==> config.mk <==
export PLATFORM = sky130hd
export DESIGN_NAME = moving_sum
export DESIGN_NICKNAME = d
export VERILOG_FILES = /design/src/rtl/moving_sum.sv
export SDC_FILE = /design/constraint.sdc
export NUM_CORES = 1
export LEC_CHECK = 0
export ABC_AREA = 0
export BUFFER_PORTS_ARGS = -buffer_cell sky130_fd_sc_hd__buf_2
export CAP_MARGIN = 30
export CORE_MARGIN = 5
export CORE_UTILIZATION = 53
export CTS_BUF_LIST = sky130_fd_sc_hd__clkbuf_8
export DETAILED_ROUTE_END_ITERATION = 10
export HOLD_SLACK_MARGIN = 0.1
export PLACE_DENSITY = 0.85
export RECOVER_POWER = 25
export SYNTH_ARGS = -nofsm -noshare
export SYNTH_HDL_FRONTEND = slang
export SYNTH_SLANG_ARGS = --single-unit
==> constraint.sdc <==
create_clock -name clk -period 3.3 [get_ports clk]
set_input_delay 0.33 -clock clk [delete_from_list [all_inputs] [get_ports clk]]
set_output_delay 0.33 -clock clk [all_outputs]
set_load 0.1 [all_outputs]
==> src/rtl/moving_sum.sv <==
// Boxcar moving sum over the last LEN accepted samples, fed by an external LEN-deep delay line.
// Output registered one cycle after ce; delay-line output masked until the first window fills.
module moving_sum #(
   parameter int DATA_WIDTH = 25,
   parameter int LEN        = 512
) (
   input  logic                                   clk,
   input  logic                                   rst_n,
   input  logic                                   ce,
   input  logic                                   clr,
   input  logic [DATA_WIDTH-1:0]                  di,
   input  logic [DATA_WIDTH-1:0]                  di_dly,
   output logic [DATA_WIDTH+$clog2(LEN)-1:0]      sum_o,
   output logic                                   valid_o,
   output logic                                   full_o
);

   localparam int OUT_WIDTH = DATA_WIDTH + $clog2(LEN);
   localparam int CW        = $clog2(LEN);
   localparam int EXT       = OUT_WIDTH - DATA_WIDTH;
   localparam logic [CW-1:0] LAST = CW'(LEN - 1);

   typedef enum logic {FILL, RUN} state_t;

   state_t                 state_q, state_d;
   logic [CW-1:0]          cnt_q, cnt_d;
   logic [OUT_WIDTH-1:0]   acc_q, acc_d;
   logic                   valid_q, valid_d;
   logic [OUT_WIDTH-1:0]   di_ext, dly_ext;
   logic                   fill_done;

   assign fill_done = ce && (state_q == FILL) && (cnt_q == LAST);

   always_ff @(posedge clk) begin
      if (!rst_n) begin
         state_q <= FILL;
         cnt_q   <= '0;
         acc_q   <= '0;
         valid_q <= 1'b0;
      end else begin
         state_q <= state_d;
         cnt_q   <= cnt_d;
         acc_q   <= acc_d;
         valid_q <= valid_d;
      end
   end

   always_comb begin
      state_d = state_q;
      if (clr) begin
         state_d = FILL;
      end else if (fill_done) begin
         state_d = RUN;
      end
   end

   // Delay-line output is undefined until the window has filled once, so it is forced to zero in FILL.
   always_comb begin
      di_ext  = {{EXT{di[DATA_WIDTH-1]}}, di};
      dly_ext = '0;
      if (state_q == RUN) begin
         dly_ext = {{EXT{di_dly[DATA_WIDTH-1]}}, di_dly};
      end

      acc_d   = acc_q;
      cnt_d   = cnt_q;
      valid_d = 1'b0;
      if (clr) begin
         acc_d = '0;
         cnt_d = '0;
      end else if (ce) begin
         acc_d   = acc_q + di_ext - dly_ext;
         valid_d = (state_q == RUN) || fill_done;
         if (state_q == FILL && cnt_q != LAST) begin
            cnt_d = cnt_q + 1'b1;
         end
      end
   end

   always_comb begin
      sum_o   = acc_q;
      valid_o = valid_q;
      full_o  = (state_q == RUN);
   end

endmodule

# Word-level counts from Yosys, hierarchy flattened
# Cells that the tools add are included.
# classes
addsub	3
n_eq_ne	2
muxes	1
bitwise_logic	3
n_reduce_logical	7
# ops
cell	n
$add 34x34->34	1
$mux 34	1
$sub 34x34->34	1
$add 9x1->9 const B	1
$eq 9x9->1 const B	1
$ne 9x9->1 const B	1
$logic_and 1x1->1	3
$not 1->1	3
$reduce_or 3->1	1
$reduce_and 2->1	1
$reduce_or 2->1	1
$logic_or 1x1->1	1
# totals
ff_bits	45
input_bits	54
out_inout_bits	36

# Longest topological paths before layout
# depth
word_depth	4
depth_mapped	16
mapped_depth_nobuf	15

# Worst setup path after synthesis
# OpenSTA, ideal clock, no wires.
# synth_timing
path_type	reg2reg
from	register state_q, in the netlist full_o
to	register acc_q[33], in the netlist sum_o[33]
setup_time_ps	87
t_arrival_ps	4113
slack_ps	-900
path_stages_with_launch	16
path_buffers	1
path_cell_list	dfxtp_1 -> clkbuf_1 -> nand2_1 -> inv_1 -> fa_1 -> inv_1 -> ha_1 -> a21o_1 -> a21o_1 -> a21o_1 -> a211o_1 -> a21oi_2 -> or4b_1 -> mux2i_1 -> o21ai_1 -> o31ai_1
# synth_via
elab_chain_cells	2
# synth_lines
item	line	rtl
start, declared	25	state_t state_q, state_d;
start signal, assigned	41	state_q <= state_d;
$mux 34	61	if (state_q == RUN) begin
$sub 34x34->34	72	acc_d = acc_q + di_ext - dly_ext;
end signal, assigned	38	acc_q <= '0;
end signal, assigned	43	acc_q <= acc_d;
end, declared	27	logic [OUT_WIDTH-1:0] acc_q, acc_d;
# No other way between the ends.
# A chain may end at the register's enable or synchronous reset.

# Final worst setup path
# Ends and elaborated chain as after synthesis.

==> results <==
- The flow ran to the end, but the final reports show violations.
- The final reports fail on setup timing.
- Synthesis produced a netlist with a net count of between 700 and 800.
- The sink count of the clock tree is 45.
- The ratio of cells with drive above 1 in the final layout is 33.2%.
- Headroom to the max-slew limit came out at a little over two fifths.
- The wire length of the first global-routing pass is ~21000 µm.
- The number of placed instances, taps included is 817.
- Timing would allow up to around 0.3 GHz.
- In this run the cell area of the synthesized design comes to 0.00477 mm².
- The area growth from synthesis to layout is 29.9%.
- The starting DRC count in detailed routing is 265.
- Routability-driven placement finished with a final weighted congestion of between 0.9 and 1.
- The total overflow left after global routing is 0.
- Once detail routing completed, the nets flagged for antenna violations numbered 0.
- Summed over all layers, the routed wires come to ~14000 µm.
- After floorplanning, the core was sized to cover around 0.0088 mm².
- The share of total power in combinational logic is between 60 and 70%.
- Counting the buffers created by CTS gives 5.
- For the pin with the worst max-slew slack, the measured transition is about 860 ps.
- The clock tree synthesis step divided the H-tree into 2 levels.
- The die is around 100 µm tall.
- The floorplan step set the die width to around 100 µm.
- The maximum VDD drop is 0.282 mV.
- The count of warnings emitted by yosys is 0.
- A synthesized cell averages between 7 and 8 µm².
- TritonCTS built the clock tree.
- The maximum buffer depth of the clock tree is 2.
- The number of max-slew violations in the final report came to 0.
- After legalization and detailed placement, the total HPWL measured roughly 9400 µm.
- The largest net degree at the start of global routing is 36.
- STA puts the critical path data arrival time at between 3000 and 4000 ps.
- Among all flip-flop cells after synthesis, the most frequent one is sky130_fd_sc_hd__dfxtp_1.
- Yosys mapped a number of flops with a built-in enable equal to 0.
- The switching power share of the total is approximately half.
- STA puts the critical path data required time at about 3500 ps.
- In this run the core area contains 34 standard-cell rows.
- The routed design could run at a clock period as short as ~3400 ps.
- Before antenna repair, the detailed router went through 5 iterations.
- The critical path startpoint category is a flip-flop.
- The number of input and output port buffers inserted is roughly 90.
- In this run, synthesis produced a sequential element count of between 40 and 50.
- Counting the fill cells in the layout gives roughly 640.
- The number of global-route vias before repair is just under 5000.
- The final hold slack is 401 ps.
- For this design the top-level I/O count stands at 90.
- The detailed-route wire length per cell is 17.2 µm.
- The routed layout has between 4000 and 5000 vias.
- The period utilization is 102%.
- After synthesis, flip-flops and latches occupy a little under a fifth of the total area.
- Counting every instance in the synthesized netlist gives roughly 610.
- The setup clock skew after layout is 11.5 ps.
- After clock tree synthesis, the flow added hold-fix buffers numbering 0.
- For this run, the number of standard cells in the final layout without fillers is around 840.
- The number of different library cells in the post-synthesis netlist is between 50 and 60.
- Registers are responsible for a little over a fifth of the overall power.
- For this configuration, the core starts out at a cell density of 54.4%.
- The final-report hold violation count is 0.
- The share of flip-flops with an asynchronous set or reset after synthesis is 0%.
- In this run the worst hold path is classified as in -> reg.
- The number of setup violations in the final report is 7.
- The floorplan step defined a die boundary enclosing between 0.01 and 0.015 mm².
- The power density relative to cell area is between 400 and 500 mW/mm².
- Summing all flip-flop and latch instances after layout gives 960 µm².
- Clock tree synthesis selected as its root buffer the cell sky130_fd_sc_hd__clkbuf_8.
- The slack of the critical path is -70.9 ps.
- The portion of total power attributed to the clock network is between 10% and 20%.
- Measured on the finished design, the core utilization comes to between 70% and 80%.
- The worst setup path is captured at a flip-flop.
- Setup repair after global routing could not meet its margin everywhere.
- The number of maximum-capacitance constraint violations is 0.
- The worst setup path is of the reg -> reg kind.
- The design internal power is about 1.5 mW.
- In the routed design, unresolved DRC markers number 0.
- The number of antenna diodes in the final layout is 0.
- The final net count is between 800 and 900.
- The initial antenna violation count was 0.
- The multi-input combinational cells in the finished layout cover a total of between 0.003 and 0.004 mm².
- At the later pin of the worst-skew pair, clock insertion delay measures 320 ps.
- The global router's overall resource usage is 22.6%.
- The clock-pin slew on the worst setup and hold paths is 110 ps.
- Summed over all cells, the static leakage comes to ~3.1 nW.
- The maximum fanout encountered on the critical timing path is 5.
- The net switching power figure is roughly 1.4 mW.
- The number of vias per cell is 5.73.
critical path, stage by stage (launching register included):
cell                      delay [ps]
sky130_fd_sc_hd__dfxtp_4         390
sky130_fd_sc_hd__buf_6           140
sky130_fd_sc_hd__and2_1          150
sky130_fd_sc_hd__fa_1            490
sky130_fd_sc_hd__inv_1            70
sky130_fd_sc_hd__ha_4            300
sky130_fd_sc_hd__nand2_1          70
sky130_fd_sc_hd__o21ai_0         360
sky130_fd_sc_hd__o211a_1         290
sky130_fd_sc_hd__o21ai_4         110
sky130_fd_sc_hd__o41ai_2         340
sky130_fd_sc_hd__buf_4           180
sky130_fd_sc_hd__mux2i_4         220
sky130_fd_sc_hd__o21ai_1         100
sky130_fd_sc_hd__o31ai_1          80
what timing repair did:
item,in CTS,in global routing
setup buffers,2,11
setup endpoints to repair,13,18
pin swaps,5,38
cloned,0,0
resized for setup,14,70
per-stage QoR:
step	cell area (µm²)	setup slack [ps]	total power [mW]	setup TNS, ps
5_1_grt	6190	-174	3.09	-1370
3_3_place_gp	5560	22.9	2.15	0
6_report	6190	-70.9	2.92	-222
2_1_floorplan	4860	-46.8	1.83	-110
3_5_place_dp	5560	-112	2.19	-328
4_1_cts	5740	-16.0	2.64	-16.0
cells by family (layout without fill, tap and decap cells):
group,count (synthesis),after routing,synth area share [%]
XOR/XNOR,30,30,5.51
AO/OA/AOI/OAI,125,125,18.1
flip-flops,45,45,18.9
buffers and inverters,151,269,11.9
adder cells (fa/ha/maj),70,70,23.6
multiplexers,20,20,4.23
AND/OR/NAND/NOR,171,171,17.8
power by group through the flow:
stage | clock network (mW) | registers [mW] | logic, mW
after floorplan | 0 | 0.923 | 0.904
final | 0.405 | 0.622 | 1.89
after detailed placement | 0 | 0.635 | 1.56
after global placement | 0 | 0.632 | 1.52
after CTS | 0.400 | 0.622 | 1.62
after global routing | 0.437 | 0.628 | 2.03
state kept, by name, summed over array words and instances (netlist names):
register / cells
sum_o: 34
full_o: 1
valid_o: 1
cnt_q: 9
path summary, 6_finish.rpt:
check	slack [ps]	endpoint	cells after the start	start
setup / recovery	-70	sum_o[33]	14	full_o
hold / removal	400	sum_o[0]	4	di[0]
setup reg to reg	-70	sum_o[33]	14	full_o
hold reg to reg	490	sum_o[28]	2	sum_o[28]
cell type report:
class	count	share of cell area, %
clock buffers	5	1.11
clock inverters	3	0.465
inverters	130	7.92
multi-input cells	416	60.1
flip-flops and latches	45	15.5
well taps	108	2.18
repair buffers	131	12.7
synthesized netlist by cell type, drive strengths merged, types with 2 or more instances:
| master | n | share of area (%) |
|---|---|---|
| xnor2 | 12 | 2.2 |
| clkbuf | 15 | 1.2 |
| a31o | 2 | 0.37 |
| o211ai | 2 | 0.31 |
| nor2b | 8 | 1.0 |
| o211a | 2 | 0.42 |
| nand3 | 17 | 1.8 |
| mux2i | 19 | 4.0 |
| o22ai | 2 | 0.26 |
| a211o | 2 | 0.37 |
| buf | 6 | 0.52 |
| a21oi | 31 | 3.5 |
| nand2b | 2 | 0.26 |
| and3 | 10 | 1.3 |
| xor2 | 18 | 3.3 |
| nand2 | 36 | 2.8 |
| dfxtp | 45 | 19 |
| fa | 33 | 14 |
| a211oi | 4 | 0.63 |
| inv | 130 | 10 |
| a31oi | 9 | 1.2 |
| ha | 37 | 9.7 |
| a21o | 27 | 4.3 |
| o21a | 6 | 0.94 |
| o31ai | 4 | 0.73 |
| or3 | 5 | 0.66 |
| o21ai | 20 | 2.2 |
| nand4 | 11 | 1.4 |
| nor3 | 11 | 1.2 |
| o311ai | 2 | 0.37 |
| and2 | 24 | 3.1 |
| o41ai | 2 | 0.53 |
| nor2 | 42 | 3.3 |
| o2bb2ai | 2 | 0.50 |
routing by layer:
metal | GRT usage [%] | wire length, µm
met4 | 8.68 | 633
met2 | 41.8 | 7530
met3 | 2.77 | 911
met1 | 26.4 | 5300
met5 | 0 | 0
placed cells by master, fill, tap and decap left out, types with 5 or more instances in the layout:
cell	Yosys	final
sky130_fd_sc_hd__or3_1	5	5
sky130_fd_sc_hd__xnor2_1	12	11
sky130_fd_sc_hd__xor2_1	18	17
sky130_fd_sc_hd__nand3_1	17	17
sky130_fd_sc_hd__inv_1	130	125
sky130_fd_sc_hd__o21a_1	6	6
sky130_fd_sc_hd__a21o_1	27	27
sky130_fd_sc_hd__mux2i_1	19	18
sky130_fd_sc_hd__nand4_1	11	11
sky130_fd_sc_hd__nor3_1	11	11
sky130_fd_sc_hd__nand2_1	36	35
sky130_fd_sc_hd__and2_1	24	21
sky130_fd_sc_hd__dfxtp_1	45	16
sky130_fd_sc_hd__o21ai_0	15	12
sky130_fd_sc_hd__nor2_1	42	41
sky130_fd_sc_hd__fa_1	33	32
sky130_fd_sc_hd__a21oi_2	3	12
sky130_fd_sc_hd__clkbuf_8	0	5
sky130_fd_sc_hd__ha_1	37	18
sky130_fd_sc_hd__ha_2	0	8
sky130_fd_sc_hd__and3_1	9	7
sky130_fd_sc_hd__a31oi_1	9	6
sky130_fd_sc_hd__a21oi_1	28	18
sky130_fd_sc_hd__ha_4	0	11
sky130_fd_sc_hd__dfxtp_2	0	20
sky130_fd_sc_hd__buf_4	0	37
sky130_fd_sc_hd__dfxtp_4	0	9
sky130_fd_sc_hd__buf_2	2	89
sky130_fd_sc_hd__nor2b_1	8	7
Power figures use the tool's default switching activity.
